$ cat src/rtl/bcd_counter.sv
// N-digit BCD up/down counter with clear, validated parallel load and wrap/saturate limits.
// Carry and borrow ripple through per-digit logic; no arithmetic wider than one digit.
module bcd_counter #(
    parameter int DIGITS   = 3,
    parameter bit SATURATE = 1'b0
) (
    input  logic                clk,
    input  logic                rst_n,
    input  logic                clr,
    input  logic                load,
    input  logic [4*DIGITS-1:0] load_value,
    input  logic                en,
    input  logic                up,
    output logic [4*DIGITS-1:0] bcd_q,
    output logic                limit,
    output logic                load_err,
    output logic                is_zero,
    output logic                is_max
);

    localparam int W = 4 * DIGITS;

    logic [DIGITS:0]   carry;
    logic [DIGITS:0]   borrow;
    logic [W-1:0]      inc_val;
    logic [W-1:0]      dec_val;
    logic [DIGITS-1:0] digit_ok;
    logic              at_max;
    logic              at_zero;
    logic              load_ok;

    assign carry[0]  = 1'b1;
    assign borrow[0] = 1'b1;

    for (genvar i = 0; i < DIGITS; i++) begin : g_digit
        logic [3:0] d;
        logic [3:0] lv;

        assign d  = bcd_q[4*i +: 4];
        assign lv = load_value[4*i +: 4];

        assign carry[i+1]  = carry[i] & (d == 4'd9);
        assign borrow[i+1] = borrow[i] & (d == 4'd0);

        assign inc_val[4*i +: 4] = !carry[i]  ? d : (d == 4'd9) ? 4'd0 : d + 4'd1;
        assign dec_val[4*i +: 4] = !borrow[i] ? d : (d == 4'd0) ? 4'd9 : d - 4'd1;

        assign digit_ok[i] = (lv <= 4'd9);
    end

    // Full-chain carry/borrow doubles as the all-9s / all-0s decode of the register.
    assign at_max  = carry[DIGITS];
    assign at_zero = borrow[DIGITS];
    assign load_ok = &digit_ok;

    assign is_zero = at_zero;
    assign is_max  = at_max;

    always_ff @(posedge clk or negedge rst_n) begin
        if (!rst_n) begin
            bcd_q    <= '0;
            limit    <= 1'b0;
            load_err <= 1'b0;
        end else begin
            limit    <= 1'b0;
            load_err <= 1'b0;
            if (clr) begin
                bcd_q <= '0;
            end else if (load) begin
                if (load_ok)
                    bcd_q <= load_value;
                else
                    load_err <= 1'b1;
            end else if (en) begin
                // At a limit the ripple already yields the wrapped value (000 or 999).
                if (up) begin
                    if (at_max) limit <= 1'b1;
                    if (!(SATURATE && at_max))
                        bcd_q <= inc_val;
                end else begin
                    if (at_zero) limit <= 1'b1;
                    if (!(SATURATE && at_zero))
                        bcd_q <= dec_val;
                end
            end
        end
    end

endmodule

$ cat config.mk
export PLATFORM = sky130hd
export DESIGN_NAME = bcd_counter
export DESIGN_NICKNAME = d
export VERILOG_FILES = /design/src/rtl/bcd_counter.sv
export SDC_FILE = /design/constraint.sdc
export NUM_CORES = 1
export LEC_CHECK = 0
export ABC_AREA = 1
export BUFFER_PORTS_ARGS = -buffer_cell sky130_fd_sc_hd__buf_4
export CAP_MARGIN = 0
export CORE_MARGIN = 4
export CORE_UTILIZATION = 50
export DETAILED_ROUTE_END_ITERATION = 8
export PLACE_DENSITY = 0.76
export SYNTH_ARGS = -nofsm -noshare
export SYNTH_HDL_FRONTEND = slang
export SYNTH_SLANG_ARGS = --single-unit
$ cat constraint.sdc
create_clock -name clk -period 3.8 [get_ports clk]
set_clock_uncertainty 0.05 [all_clocks]
set_input_delay 0.38 -clock clk [delete_from_list [all_inputs] [get_ports clk]]
set_output_delay 0.38 -clock clk [all_outputs]
set_load 0.005 [all_outputs]
# Word level (Yosys, flattened, before mapping)
# Index checks and enable logic that the tools add are counted.
# totals
wordCells	58
inputBits	18
output_inout_bits	16
regBits	14
# classes
addsub	6
eq_ne	6
bitwise_logic	4
magnitude_cmp	3
reduce_logical	10
muxes	24
# op_table
cell	count
$mux W12	5
$mux W4	10
$add A4 B1 Y4 const B	3
$eq A4 B4 Y1 const B	3
$le A4 B4 Y1 const B	3
$logic_not A4 Y1	3
$sub A4 B1 Y4 const B	3
$mux W1	9
$ne A4 B3 Y1 const B	2
$reduce_and A4 Y1	2
$reduce_bool A4 Y1	2
$and A1 B1 Y1	4
$ne A3 B2 Y1 const B	1
$reduce_and A3 Y1	1
$reduce_bool A3 Y1	1
$reduce_and A2 Y1	1

# Logic depth before layout (Yosys ltp)
# Gate-level depths: netlist (run 1).
# logic_depth
depth_word	8
depth_mapped	11
ltp_nobuf	11

# Worst setup path after synthesis (run 1)
# No wires, ideal clock.
# synth_path
kind	reg-to-output
startpoint	register bcd_q[1]
endpoint	output is_max
t_arrival_ps	1097
setup_slack_ps	2273
path_stages_with_launch	7
n_path_buf	0
required_ps	3370
cell_sequence	dfrtp_1 -> inv_1 -> ha_1 -> nand2_1 -> nor2_4 -> nand3_2 -> nor2_1
# synth_between
elab_chain_cells	3
# synth_lines
item	line	text
from (decl)	14	output logic [4*DIGITS-1:0] bcd_q,
from (signal assigned)	71	bcd_q <= load_value;
from (signal assigned)	79	bcd_q <= inc_val;
from (signal assigned)	83	bcd_q <= dec_val;
$eq A4 B4 Y1	42	assign carry[i+1] = carry[i] & (d == 4'd9);
$and A1 B1 Y1 (2 in a row)	42	
to (decl)	18	output logic is_max
# Every way passes these cells.

# Final worst setup path (run 1)
# Ends and elaborated chain as after synthesis.

==> out/results.ini, run 1 <==
[global_route]
grt_usage_pct=19.58
grt_pass1_wl_mm=5.409
grt-ovfl-total=0
grt_max_degree=16
antenna_found_initial=0
grt_pass1_vias=1242

[logic_synthesis]
ys_types=26
synth_area_per_cell_um2=6.354
ys_async_sr_fraction_pct=100.0
syn-num-nets=239
yosysSeqAreaShare_pct=25.29
synth_top_area_share_pct=25.29
synth_area_leaders=dfrtp_1, nand2_1, nand3_1
syn_inst=218
yosys-top-cells-count=nand2_1, nand3_1, nor2_1
synth_most_common_cell=nand2_1
synthesis.area_um2=1385
yosys_warnings=0
synth_flop_cell=dfrtp_1
ys_seq_elements=14
synth-edff-count=0
synth_top_area_cell=dfrtp_1

[worst_hold_path]
holdPathStages=3
holdPathEnd=limit
hold_path.class=primary input to flop
hold_start=en

[finish]
syn2layout_area_growth_pct=20.24
nFillCells=251
ff_latch_area_um2=350.3
layout-drive-gt1-share_pct=26.80
nets=272
diodes=0
final_util_pct=64.86
multi_input_area_um2=907.1

[drt]
ant_nets=0
avgRoutedWirePerCell_um=11.99
first_pass_iters=4
drt_iter0_markers=66
drt_wl_total_mm=3.358
dr.max_layer_used=met4
viasPerCell=5.196
route.vias.total=1455
post-route-drc-count=0
met3WireLength_um=209
wl_met1_mm=1.649
wl_met2_mm=1.445

[pwr]
power_frac_comb_pct=44.0
pwr_density_cell_nw_per_um2=353.2
finalPower_uw=588.2
seqPwrFrac_pct=36.7
switching_power_uw=248.5
swShare_pct=42.25
p_int_uw=339.7
p_clk_share_pct=19.2
peakVddDrop_mv=0.3069
leakage_nw=0.9133

[setup_path]
r2r-start=bcd_q[0]
r2r_cells=11
worstReg2RegEnd=bcd_q[8]
cp.required_ns=3.37
cp_max_fo=6
start_kind=flop
criticalPathCategory=flop to primary output
crit_arrival_ns=1.66
r2r_setup_slack_ns=2.08
cp-end-kind=primary output

[die]
start_util_pct=53.95
die_h_um=60.63
die_x_um=60.63
ios=34
rows=18
core_um2=2567
dieArea_um2=3676

[timing]
hold_viol=0
maxSlewHeadroom_pct=68.54
rsz0062_at_grt=false
period_share_pct=55.12
final.setup.tns_ns=0
fin_crit_ns=2.094
setup_viol=0
max_freq_mhz=477.5
report.final.slew_viol_count=0
whs_ns=0.3311
tightest_slew_ns=0.4719

[placement]
place.gp.congestion=0.8557
hpwl_mm=2.593
io_buffers=33

[outcome]
status=completed

[clock_tree]
cts_sinks=14
ctsLongestPathBuffers=2
ctsResizeCount=0
hold_buffers=1
clock_latency_ns=0.29
htreeDepth=1
cts_root_buffer=clkbuf_4
cts_setup_buffers=0
path_clk_slew_ns=0.10
cts_buffers=3
cts_tree=yes

[run]
maxCapViolCount=0

-- cells in the final DEF, fill, tap and decap left out --
cell	count
inv_6	1
inv_1	14
ha_1	3
nor3_1	1
clkbuf_4	3
nor2_2	5
o21ai_0	12
inv_2	4
nand4_1	3
nor2_4	7
nand3_1	18
nor2_1	17
o211ai_2	1
dlygate4sd3_1	1
nor3_2	1
nand3_2	3
a21oi_1	3
buf_4	33
nand2_2	4
o21ai_1	2
o211ai_1	2
clkbuf_8	1
dfrtp_1	14
xor2_1	1
nand2_1	91
nand2_4	4
xnor2_1	1
-- worst max-delay path by stage --
stage                    to  depth (start not counted)      from  slack (ns)
floorplan            is_max                          6  bcd_q[1]        2.27
global placement    is_zero                          5  bcd_q[0]        2.09
detailed placement   is_max                          7  bcd_q[1]        2.06
CTS                  is_max                          7  bcd_q[1]        1.72
global route         is_max                          7  bcd_q[1]        1.58
finish               is_max                          7  bcd_q[1]        1.71
-- kinds of logic (layout without fill, tap and decap cells) --
group | count (synthesis) | count (layout) | share of synthesized area, %
compound gates | 20 | 20 | 8.130
xor+xnor | 2 | 2 | 1.265
fa+ha+maj | 3 | 3 | 2.710
buf+inv | 25 | 57 | 9.214
flops | 14 | 14 | 25.29
simple gates | 154 | 154 | 53.39
-- sequential cells by signal (all words and copies together), names as in the netlist --
| register | flops |
|---|---|
| bcd_q | 12 |
| limit | 1 |
| load_err | 1 |
-- layer usage --
layer,vias to the layer above,global-route usage (%)
li1,757,-
met3,7,3.404
met1,647,27.66
met4,0,6.811
met5,-,0
met2,44,30.08
-- layout make-up --
cell class              count  share of cell area [%]
multi-input cells         179                   54.47
flip-flops and latches     14                   21.04
repair buffers             34                   15.48
inverters                  19                   4.583
well taps                  30                   2.254
clock buffers               4                   2.179
-- metrics by stage --
step | cell area (µm²) | std cells | setup slack, ns
3_5_place_dp | 1619 | 275 | 2.061
6_report | 1665 | 280 | 1.706
3_3_place_gp | 1619 | 275 | 2.087
5_1_grt | 1665 | 280 | 1.577
4_1_cts | 1665 | 280 | 1.721
2_1_floorplan | 1385 | 218 | 2.274
-- power by group through the flow --
stage / Clock (mW) / Combinational [mW] / Sequential [mW]
finish: 0.113 / 0.259 / 0.216
global route: 0.123 / 0.291 / 0.220
CTS: 0.114 / 0.260 / 0.215
detailed placement: 0 / 0.258 / 0.218
global placement: 0 / 0.258 / 0.218
floorplan: 0 / 0.187 / 0.203
-- critical path: stages (launching register included) --
cell and delay, ns:
dfrtp_1 0.44, inv_1 0.14, ha_1 0.16, nand2_1 0.08, nor2_4 0.12, nand3_2 0.11, nor2_1 0.17, buf_4 0.14
(Power assumes the default switching activity.)
==> run 2, diff against run 1 <==
CORE_UTILIZATION = 48   (was 50)
clock period = 1.77 ns   (was 3.8 ns; I/O delays follow)
==> run 2 against run 1 <==
Effect of this change: via count grew 0.96%; total power rose by 120%; setup slack got worse by 1.6 ns; register-to-register slack worse by 1.9 ns; highest routed layer unchanged.
==> out/results.ini, run 2 (synthesized netlist as in run 1, its figures left out) <==
[finish]
largest_reg_flops=12  ; unchanged
final_util_pct=63.57  ; was 64.86%
layout_commonest_cell=nand2_1  ; unchanged
nets=280  ; was 272
diodes=0  ; unchanged
regMostFlops=bcd_q  ; unchanged
reg.largest.list=bcd_q: 12 flops, limit: 1 flops, load_err: 1 flops  ; unchanged
final_cells=289  ; was 280
mostFrequentLayoutCells=nand2_1, buf_4, nand3_1, nor2_1, dfrtp_1  ; was nand2_1, buf_4, nand3_1, nor2_1
layout-drive-gt1-share_pct=31.78  ; was 26.80%
syn2layout_area_growth_pct=26.56  ; was 20.24%

[die]
die_x_um=61.72  ; was 60.63 µm
die_h_um=61.72  ; was 60.63 µm
start_util_pct=50.23  ; was 53.95%
ios=34  ; unchanged
core_um2=2758  ; was 2567 µm²
rows=19  ; was 18
dieArea_um2=3809  ; was 3676 µm²

[pwr]
leakage_nw=0.9504  ; was 0.9133 nW
peakVddDrop_mv=0.5378  ; was 0.3069 mV
pwr_density_cell_nw_per_um2=747.5  ; was 353.2 nW/µm²
finalPower_mw=1.310  ; was 588.2 µW

[setup_path]
cp_max_fo=3  ; was 6
cp.required_ns=1.54  ; was 3.37 ns
start_kind=flop  ; unchanged
cp-end-kind=primary output  ; unchanged
crit_arrival_ns=1.46  ; was 1.66 ns
criticalPathCategory=flop to primary output  ; unchanged

[global_route]
grt_max_degree=16  ; unchanged
grt_pass1_wl_mm=5.782  ; was 5.409 mm
antenna_found_initial=0  ; unchanged
grt-ovfl-total=0  ; unchanged
grt_usage_pct=20.46  ; was 19.58%
grt_pass1_vias=1333  ; was 1242

[worst_hold_path]
hold_path.class=primary input to flop  ; unchanged

[timing]
final.setup.tns_ns=0  ; unchanged
report.final.slew_viol_count=0  ; unchanged
fin_crit_ns=1.687
hold_viol=0  ; unchanged
rsz0062_at_grt=true  ; was false
max_freq_mhz=592.6
period_share_pct=95.34
tightest_slew_ns=0.4330  ; was 0.4719 ns
setup_viol=0  ; unchanged
maxSlewHeadroom_pct=71.13  ; was 68.54%
whs_ns=0.1317  ; was 0.3311 ns

[drt]
viasPerCell=5.083  ; was 5.196
drt_iter0_markers=122  ; was 66
route.vias.total=1469  ; was 1455
ant_nets=0  ; unchanged
drt_wl_total_mm=3.578  ; was 3.358 mm
first_pass_iters=8  ; was 4
post-route-drc-count=0  ; unchanged
avgRoutedWirePerCell_um=12.38  ; was 11.99 µm

[placement]
dp.cells=278  ; was 275
place.gp.congestion=0.8683  ; was 0.8557
io_buffers=33  ; unchanged
hpwl_mm=2.680  ; was 2.593 mm

[clock_tree]
htreeDepth=1  ; unchanged
cts_sinks=14  ; unchanged
cts_tree=yes  ; unchanged
clock_latency_ns=0.29  ; about the same
ctsLongestPathBuffers=2  ; unchanged
cts_buffers=3  ; unchanged
path_clk_slew_ns=0.10  ; about the same
cts_root_buffer=clkbuf_4  ; unchanged

[run]
maxCapViolCount=0  ; unchanged

[outcome]
status=completed  ; unchanged

## run 2: stage by stage
step	area, µm²	setup WS (ns)
after floorplan	1385	0.2724
after global placement	1635	0.1991
after detailed placement	1635	0.08554
after CTS	1708	0.004407
after global routing	1753	-0.02406
final	1753	0.08252
## run 2: area by class of cell
cell class	count	area, µm²
Fill cell	254	1005
Tap cell	31	38.79
Multi-Input combinational cell	179	932.1
Clock buffer	4	36.28
Sequential cell	14	351.6
Inverter	19	76.32
Timing Repair Buffer	42	317.8
## run 2: power by group
group          internal [mW]  leakage (nW)  switching (mW)
sequential             0.365         0.182          0.0907
combinational          0.268         0.748           0.344
clock                  0.125        0.0210           0.118
## run 2: final timing paths
path | to | slack (ns) | start | depth (start not counted)
worst max-delay path | is_max | 0.08 | bcd_q[1] | 7
worst min-delay path | limit | 0.13 | en | 3
worst max register to register | bcd_q[2] | 0.15 | bcd_q[0] | 10
worst min register to register | bcd_q[10] | 0.53 | bcd_q[10] | 2
max in group asynchronous | bcd_q[0] | 1.24 | rst_n | 2
min in group asynchronous | bcd_q[5] | 0.22 | rst_n | 2
## run 2: critical path, cell delays in order, from the launching register on
cell and delay [ns]:
dfrtp_1 0.39, inv_2 0.08, ha_1 0.16, nand2_2 0.07, nor2_4 0.16, nand3_4 0.09, nor2_4 0.11, buf_4 0.12
## run 2: metal layers
layer	global-route usage, %	part of all wire (%)
met1	29.00	45
met2	31.54	46
met3	2.479	8.2
met4	8.182	1.2
met5	0	0
## run 2: timing repair
action	in CTS	in global routing
resized for setup	6	3
pin swaps	0	2
endpoints found under the hold margin	14	0
hold buffers	1	0
endpoints found under the setup margin	2	2
buffers inserted	2	4
